===== src/rtl/byte_lane_lsu_pkg.sv =====
// -----------------------------------------------------------------------------
// byte_lane_lsu_pkg
//   Shared types and helpers for the byte-lane load/store sequencer.
//   - size_e     : request size encodings (byte / half / word / reserved)
//   - state_e    : sequencer states
//   - bytes_for_size() : number of RAM byte accesses a request size needs
// -----------------------------------------------------------------------------
package byte_lane_lsu_pkg;

  typedef enum logic [1:0] {
    SZ_BYTE = 2'b00,
    SZ_HALF = 2'b01,
    SZ_WORD = 2'b10,
    SZ_RSVD = 2'b11
  } size_e;

  typedef enum logic [1:0] {
    ST_IDLE = 2'b00,
    ST_ADDR = 2'b01,
    ST_WAIT = 2'b10,
    ST_DONE = 2'b11
  } state_e;

  // The reserved size never reaches the RAM, so it reports zero bytes.
  function automatic logic [2:0] bytes_for_size(input size_e size);
    case (size)
      SZ_BYTE: bytes_for_size = 3'd1;
      SZ_HALF: bytes_for_size = 3'd2;
      SZ_WORD: bytes_for_size = 3'd4;
      default: bytes_for_size = 3'd0;
    endcase
  endfunction

endpackage


===== src/rtl/byte_lane_lsu_load_extend.sv =====
// -----------------------------------------------------------------------------
// lsu_load_extend
//   Combinational zero/sign extension of the little-endian assembly register
//   into the 32-bit load result.
//   Ports:
//     asm_data  in  32  assembled load bytes (byte k in bits [8k+7:8k])
//     size      in  2   request size (size_e)
//     is_signed in  1   sign-extend from the top captured bit
//     rdata     out 32  extended result (0 for the reserved size)
// -----------------------------------------------------------------------------
module lsu_load_extend
  import byte_lane_lsu_pkg::*;
(
  input  logic [31:0] asm_data,
  input  size_e       size,
  input  logic        is_signed,
  output logic [31:0] rdata
);

  logic fill;

  always_comb begin
    // NOTE: outputs get a value before the case so no branch leaves them
    // unassigned; an unassigned path in always_comb would infer a latch.
    rdata = '0;
    fill  = 1'b0;
    case (size)
      SZ_BYTE: begin
        fill  = is_signed & asm_data[7];
        rdata = {{24{fill}}, asm_data[7:0]};
      end
      SZ_HALF: begin
        fill  = is_signed & asm_data[15];
        rdata = {{16{fill}}, asm_data[15:0]};
      end
      SZ_WORD: rdata = asm_data;
      default: rdata = '0;
    endcase
  end

endmodule


===== src/rtl/byte_lane_lsu.sv =====
// -----------------------------------------------------------------------------
// byte_lane_lsu
//   Load/store sequencer in front of the 8-bit RAM port A. One byte/half/word
//   request is split into little-endian byte accesses (ADDR then WAIT per
//   byte, WAIT stretched by ram_busy). Loads are assembled and extended; every
//   request ends with a one-cycle resp_valid pulse.
//
//   Build option: define BYTE_LANE_LSU_ALIGN_CHECK_EN to reject odd-address
//   halves and non-word-aligned words with resp_err and no RAM access.
//   Without it, misaligned requests run bytewise; only size 11 errors.
//
//   Ports:
//     clk, reset      clock; synchronous active-high reset
//     req_*           request handshake (valid/ready), write, size, signed,
//                     byte address, store data
//     resp_valid      one-cycle completion pulse
//     resp_rdata      load result, held until the next response (0 for stores)
//     resp_err        qualifies resp_valid: request rejected
//     ram_addr/wdata/we  RAM byte port drive (registered)
//     ram_rdata/busy  RAM read byte and not-ready indication
// -----------------------------------------------------------------------------
module byte_lane_lsu
  import byte_lane_lsu_pkg::*;
#(
  parameter int ADDRESS_WIDTH = 32
) (
  input  logic                     clk,
  input  logic                     reset,

  input  logic                     req_valid,
  output logic                     req_ready,
  input  logic                     req_write,
  input  logic [1:0]               req_size,
  input  logic                     req_signed,
  input  logic [ADDRESS_WIDTH-1:0] req_addr,
  input  logic [31:0]              req_wdata,

  output logic                     resp_valid,
  output logic [31:0]              resp_rdata,
  output logic                     resp_err,

  output logic [ADDRESS_WIDTH-1:0] ram_addr,
  output logic [7:0]               ram_wdata,
  output logic                     ram_we,
  input  logic [7:0]               ram_rdata,
  input  logic                     ram_busy
);

  state_e                   state_q,     state_d;
  logic                     write_q,     write_d;
  size_e                    size_q,      size_d;
  logic                     signed_q,    signed_d;
  logic [ADDRESS_WIDTH-1:0] addr_q,      addr_d;
  logic [31:0]              wdata_q,     wdata_d;
  logic [1:0]               k_q,         k_d;
  logic [31:0]              asm_q,       asm_d;
  logic [ADDRESS_WIDTH-1:0] ram_addr_q,  ram_addr_d;
  logic [7:0]               ram_wdata_q, ram_wdata_d;
  logic                     ram_we_q,    ram_we_d;
  logic [31:0]              rdata_q,     rdata_d;
  logic                     err_q,       err_d;

  size_e       req_size_e;
  logic        misaligned;
  logic [1:0]  k_next;
  logic        last_byte;
  logic [31:0] ext_rdata;

  assign req_size_e = size_e'(req_size);
  assign k_next     = k_q + 2'd1;
  assign last_byte  = ({1'b0, k_q} + 3'd1) == bytes_for_size(size_q);

`ifdef BYTE_LANE_LSU_ALIGN_CHECK_EN
  assign misaligned = ((req_size_e == SZ_HALF) && req_addr[0]) ||
                      ((req_size_e == SZ_WORD) && (req_addr[1:0] != 2'b00));
`else
  assign misaligned = 1'b0;
`endif

  // Byte assembly lives in its own process so the extender can look at the
  // value that includes the final byte being captured this cycle.
  always_comb begin
    asm_d = asm_q;
    if ((state_q == ST_IDLE) && req_valid) begin
      asm_d = '0;
    end else if ((state_q == ST_WAIT) && !ram_busy && !write_q) begin
      asm_d[{k_q, 3'b000} +: 8] = ram_rdata;
    end
  end

  lsu_load_extend u_load_extend (
    .asm_data  (asm_d),
    .size      (size_q),
    .is_signed (signed_q),
    .rdata     (ext_rdata)
  );

  always_comb begin
    state_d     = state_q;
    write_d     = write_q;
    size_d      = size_q;
    signed_d    = signed_q;
    addr_d      = addr_q;
    wdata_d     = wdata_q;
    k_d         = k_q;
    ram_addr_d  = ram_addr_q;
    ram_wdata_d = ram_wdata_q;
    ram_we_d    = 1'b0;      // write strobe only ever lasts the ADDR cycle
    rdata_d     = rdata_q;   // result is held between responses
    err_d       = 1'b0;      // error flag only lives in the DONE cycle

    case (state_q)
      ST_IDLE: begin
        if (req_valid) begin
          write_d  = req_write;
          size_d   = req_size_e;
          signed_d = req_signed;
          addr_d   = req_addr;
          wdata_d  = req_wdata;
          k_d      = '0;
          if ((req_size_e == SZ_RSVD) || misaligned) begin
            // Rejected: RAM port registers are left untouched.
            state_d = ST_DONE;
            err_d   = 1'b1;
            rdata_d = '0;
          end else begin
            state_d     = ST_ADDR;
            ram_addr_d  = req_addr;
            ram_wdata_d = req_wdata[7:0];
            ram_we_d    = req_write;
          end
        end
      end

      ST_ADDR: state_d = ST_WAIT;

      ST_WAIT: begin
        if (!ram_busy) begin
          if (last_byte) begin
            state_d = ST_DONE;
            rdata_d = write_q ? 32'h0 : ext_rdata;
          end else begin
            state_d     = ST_ADDR;
            k_d         = k_next;
            // Address wraps modulo 2^ADDRESS_WIDTH by plain truncation.
            ram_addr_d  = addr_q + ADDRESS_WIDTH'(k_next);
            ram_wdata_d = wdata_q[{k_next, 3'b000} +: 8];
            ram_we_d    = write_q;
          end
        end
      end

      ST_DONE: state_d = ST_IDLE;

      default: state_d = ST_IDLE;
    endcase
  end

  always_ff @(posedge clk) begin
    if (reset) begin
      // NOTE: sequential state uses non-blocking assignments so every flop
      // samples pre-edge values, independent of statement order.
      state_q     <= ST_IDLE;
      write_q     <= 1'b0;
      size_q      <= SZ_BYTE;
      signed_q    <= 1'b0;
      addr_q      <= '0;
      wdata_q     <= '0;
      k_q         <= '0;
      asm_q       <= '0;
      ram_addr_q  <= '0;
      ram_wdata_q <= '0;
      ram_we_q    <= 1'b0;
      rdata_q     <= '0;
      err_q       <= 1'b0;
    end else begin
      state_q     <= state_d;
      write_q     <= write_d;
      size_q      <= size_d;
      signed_q    <= signed_d;
      addr_q      <= addr_d;
      wdata_q     <= wdata_d;
      k_q         <= k_d;
      asm_q       <= asm_d;
      ram_addr_q  <= ram_addr_d;
      ram_wdata_q <= ram_wdata_d;
      ram_we_q    <= ram_we_d;
      rdata_q     <= rdata_d;
      err_q       <= err_d;
    end
  end

  assign req_ready  = (state_q == ST_IDLE) & ~reset;
  assign resp_valid = (state_q == ST_DONE);
  assign resp_rdata = rdata_q;
  assign resp_err   = err_q;
  assign ram_addr   = ram_addr_q;
  assign ram_wdata  = ram_wdata_q;
  assign ram_we     = ram_we_q;

endmodule


===== config.mk =====
export PLATFORM = sky130hd
export DESIGN_NAME = byte_lane_lsu
export DESIGN_NICKNAME = d
export VERILOG_FILES = /design/src/rtl/byte_lane_lsu_pkg.sv /design/src/rtl/byte_lane_lsu_load_extend.sv /design/src/rtl/byte_lane_lsu.sv
export SDC_FILE = /design/constraint.sdc
export NUM_CORES = 1
export LEC_CHECK = 0
export CORE_UTILIZATION = 54
export CTS_BUF_LIST = sky130_fd_sc_hd__clkbuf_4
export CTS_CLUSTER_DIAMETER = 200
export DETAILED_ROUTE_END_ITERATION = 7
export GPL_TIMING_DRIVEN = 1
export PLACE_DENSITY = 0.82
export SETUP_SLACK_MARGIN = 0.1
export SLEW_MARGIN = 10
export SYNTH_ARGS = -nofsm -noshare
export SYNTH_HDL_FRONTEND = slang
export SYNTH_HIERARCHICAL = 1
export SYNTH_SLANG_ARGS = --single-unit

===== constraint.sdc =====
create_clock -name clk -period 3.6 [get_ports clk]
set_clock_uncertainty 0.05 [all_clocks]
set_input_delay 0.72 -clock clk [delete_from_list [all_inputs] [get_ports clk]]
set_output_delay 0.72 -clock clk [all_outputs]
set_load 0.1 [all_outputs]

==> results of run 1 <==
## logic make-up (layout without fill, tap and decap cells)
family	count (synthesis)	after routing	synth area share (%)
AO/OA/AOI/OAI	281	281	20.7
XOR/XNOR	21	21	2.16
flip-flops	178	178	41.9
other	0	1	0
AND/OR/NAND/NOR	480	480	25.8
buffers and inverters	98	223	4.96
adder cells (fa/ha/maj)	9	9	1.29
multiplexers	17	17	3.19
## flip-flops by register name, indices dropped and copies added (netlist names)
| signal | count |
|---|---|
| asm_q | 32 |
| ram_wdata | 8 |
| state_q | 2 |
| signed_q | 1 |
| resp_rdata | 32 |
| size_q | 2 |
| resp_err | 1 |
| ram_we | 1 |
| ram_addr | 32 |
| wdata_q | 32 |
| k_q | 2 |
| write_q | 1 |
| addr_q | 32 |
## power by group
part	internal [uW]	total, uW	switching [uW]	leakage, uW
registers	2090	2190	103	0.00145
logic	350	1160	810	0.00224
clock network	483	1150	666	0.000148
## final timing paths
kind,to,startpoint,slack [ns]
setup / recovery,ram_addr[28]$_SDFFE_PP0P_,k_q[0]$_SDFFE_PP0P_,0.54
hold / removal,wdata_q[3]$_SDFFE_PP0P_,wdata_q[3]$_SDFFE_PP0P_,0.41
setup reg to reg,ram_addr[28]$_SDFFE_PP0P_,k_q[0]$_SDFFE_PP0P_,0.54
hold reg to reg,wdata_q[3]$_SDFFE_PP0P_,wdata_q[3]$_SDFFE_PP0P_,0.41
## through the flow
stage          hold slack [ns]  cells
5_1_grt                  0.432   1421
2_1_floorplan            0.383   1084
3_3_place_gp             0.389   1388
3_5_place_dp             0.394   1388
4_1_cts                  0.413   1420
6_report                 0.415   1421
## placed cells by master, fill, tap and decap left out, drive strengths merged, types with 4 or more instances in the layout
cell / instances
clkdlybuf4s50: 150
o31ai: 4
a311oi: 10
clkbuf: 19
inv: 6
buf: 35
ha: 8
a32oi: 5
a22o: 4
nand3b: 4
xor2: 12
nor4: 6
mux4: 8
and2: 17
a21oi: 144
nand2: 211
or4: 5
nor2: 119
and3: 16
dfxtp: 178
nand2b: 6
o22ai: 5
mux2i: 8
a32o: 4
nand4: 14
nor3: 8
a22oi: 6
clkinv: 7
xnor2: 9
o21ai: 21
o211ai: 35
and3b: 9
nand3: 48
a211o: 27
a31oi: 6
## cell type report
type | instances | area [um2] | area share, %
clock buffers | 19 | 143 | 1.36
flip-flops and latches | 178 | 3560 | 34.0
clock inverters | 13 | 143 | 1.36
well taps | 211 | 264 | 2.52
multi-input cells | 808 | 4560 | 43.5
inverters | 6 | 22.5 | 0.215
repair buffers | 185 | 1780 | 17.0
diodes | 1 | 2.50 | 0.0239
## metal layers
layer | vias to the layer above | wire (um) | global-route usage, %
met1 | 3906 | 10100 | 38.9
met2 | 346 | 10900 | 47.3
li1 | 4040 | - | -
met3 | 42 | 1960 | 6.41
met5 | - | 0 | 0
met4 | 0 | 529 | 11.6
## critical path: stages, from the launching register on
cell	delay [ns]
dfxtp_1	0.35
inv_1	0.15
ha_1	0.50
buf_4	0.30
a21oi_1	0.11
buf_4	0.17
nand4b_1	0.37
or3_1	0.52
mux2i_1	0.15
a211o_1	0.29
==> run summary, run 1 <==
LAYOUT
-------------------------------------------------------------------------------------------------
Final non-filler cell area                                                              10500 um2
Final nets                                                                                   1284
Syn-to-layout area delta                                                                    23.1%
Fraction of layout cells with a size suffix above 1                                         6.70%
Final core area utilization                                                                 68.4%
Number of fill cells                                                                         1319

TIMING
-------------------------------------------------------------------------------------------------
TNS Setup                                                                                    0 ns
Final setup fails                                                                               0
Final period util                                                                           85.0%
Setup repair after global routing missed its margin                                         false
Final hold viol count                                                                           0
Final critical path time including I/O delays and setup                                   3.06 ns
Pin slew with the least headroom to its limit                                             1.17 ns
Final setup slack of the worst path                                                      0.538 ns
Highest clock rate                                                                        327 MHz
Pins Over Slew Limit                                                                            0
Max transition margin                                                                       21.5%

SYNTH
-------------------------------------------------------------------------------------------------
Predominant post-synthesis flop cell                                                      dfxtp_1
Fraction of post-synthesis cell area in the top cell type by area                           41.9%
Async set or reset register ratio after synthesis                                              0%
Number of warning messages in the yosys log                                                     6
Synth cell count leaders                                                             211 x nand2_1, 178 x dfxtp_1, 144 x a21oi_1
Post-synth net total                                                                         1172
Most instantiated library cell after synthesis                                            nand2_1
Syn Inst Count                                                                               1084
Share of synthesized area occupied by flip-flops and latches                                41.9%
Register bit count reported by yosys                                                          178
Number of enable-type register cells in the synthesized netlist                                 0
Netlist Area Pre-Place                                                                   8510 um2
Post-synth top area cell                                                                  dfxtp_1
Synthesized area per cell                                                                7.85 um2
Top cells by area, synth                                                             dfxtp_1 42%, nand2_1 9.3%, a21oi_1 8.5%
Number of distinct library cell variants in the gate-level netlist after synthesis             58

CLOCKING
-------------------------------------------------------------------------------------------------
Inserted Clock Buffers                                                                         17
Clk_lat worst skew                                                                        0.57 ns
Clock-pin slew of the registers on the worst-case setup and hold paths                    0.12 ns
H-tree levels                                                                                   4
Total clock sinks                                                                             178
Hold buffer count at CTS                                                                        0
Cell chosen for the clock root                                                           clkbuf_4
Post-CTS setup buffers                                                                          0
Largest buffer count on any clock path                                                          2
Clock tree from TritonCTS                                                                    done
Post-cts sizing count                                                                           0

ROUTE
-------------------------------------------------------------------------------------------------
DR vias/cell                                                                                 5.86
Initial DRC count                                                                             641
Total number of vias                                                                         8334
Number of remaining DRC errors                                                                  0
Detailed-route wire length per cell                                                       16.5 um
Drt first pass iters                                                                            5
Routed wire length                                                                        23.5 mm
Final antenna-violating net count                                                               0

FLOORPLANNING
-------------------------------------------------------------------------------------------------
Die height                                                                                 128 um
Die area                                                                                16300 um2
Num ports                                                                                     156
Area inside the core boundary                                                           15300 um2
Site row count                                                                                 45
Initial standard-cell utilization of the core                                               55.5%
Die span in x                                                                              128 um

GRT
-------------------------------------------------------------------------------------------------
Overflow after GRT                                                                              0
Global-route wire length before repair                                                    38.2 mm
Via count of the first global-routing pass                                                   7741
Pin count of the biggest net entering global routing                                           69
Global-route usage over all layers                                                          29.6%
Number of antenna violations at the first check in global routing                               1

PLACEMENT
-------------------------------------------------------------------------------------------------
HPWL after detailed placement                                                             15.7 mm
Buffers added on ports                                                                        155
Setup WS pre-CTS                                                                         0.278 ns
Placed standard-cell area                                                               10200 um2
Placer's final routability congestion estimate                                              0.924

WORST HOLD PATH
-------------------------------------------------------------------------------------------------
Hold crit path type                                                                       reg2reg
Hold depth                                                                                      2

SETUP PATH
-------------------------------------------------------------------------------------------------
Worst setup path category                                                                 reg2reg
Required time worst endpoint                                                              4.01 ns
Category of the worst setup path capture point                                           register
Worst Setup Start Kind                                                                   register
Maximum fanout count along the critical path                                                   11
Worst EP arrival                                                                          3.47 ns
R2R depth                                                                                       9

POWER
-------------------------------------------------------------------------------------------------
Sum of internal, switching and leakage power                                              4500 uW
Peak supply drop                                                                         0.305 mV
Static leakage                                                                         0.00384 uW
Power per standard cell area                                                           430 nW/um2

FLOW RUN
-------------------------------------------------------------------------------------------------
Max-cap viol count                                                                              0

RUN STATUS
-------------------------------------------------------------------------------------------------
Outcome                                                                              complete, no violations

(Power assumes the default switching activity.)
==> run 2: changes to the inputs <==
Settings changed: GPL_ROUTABILITY_DRIVEN from default to 1.
==> results of run 2 <==
No change in the layout: final DEF, timing and power equal those of run 1.
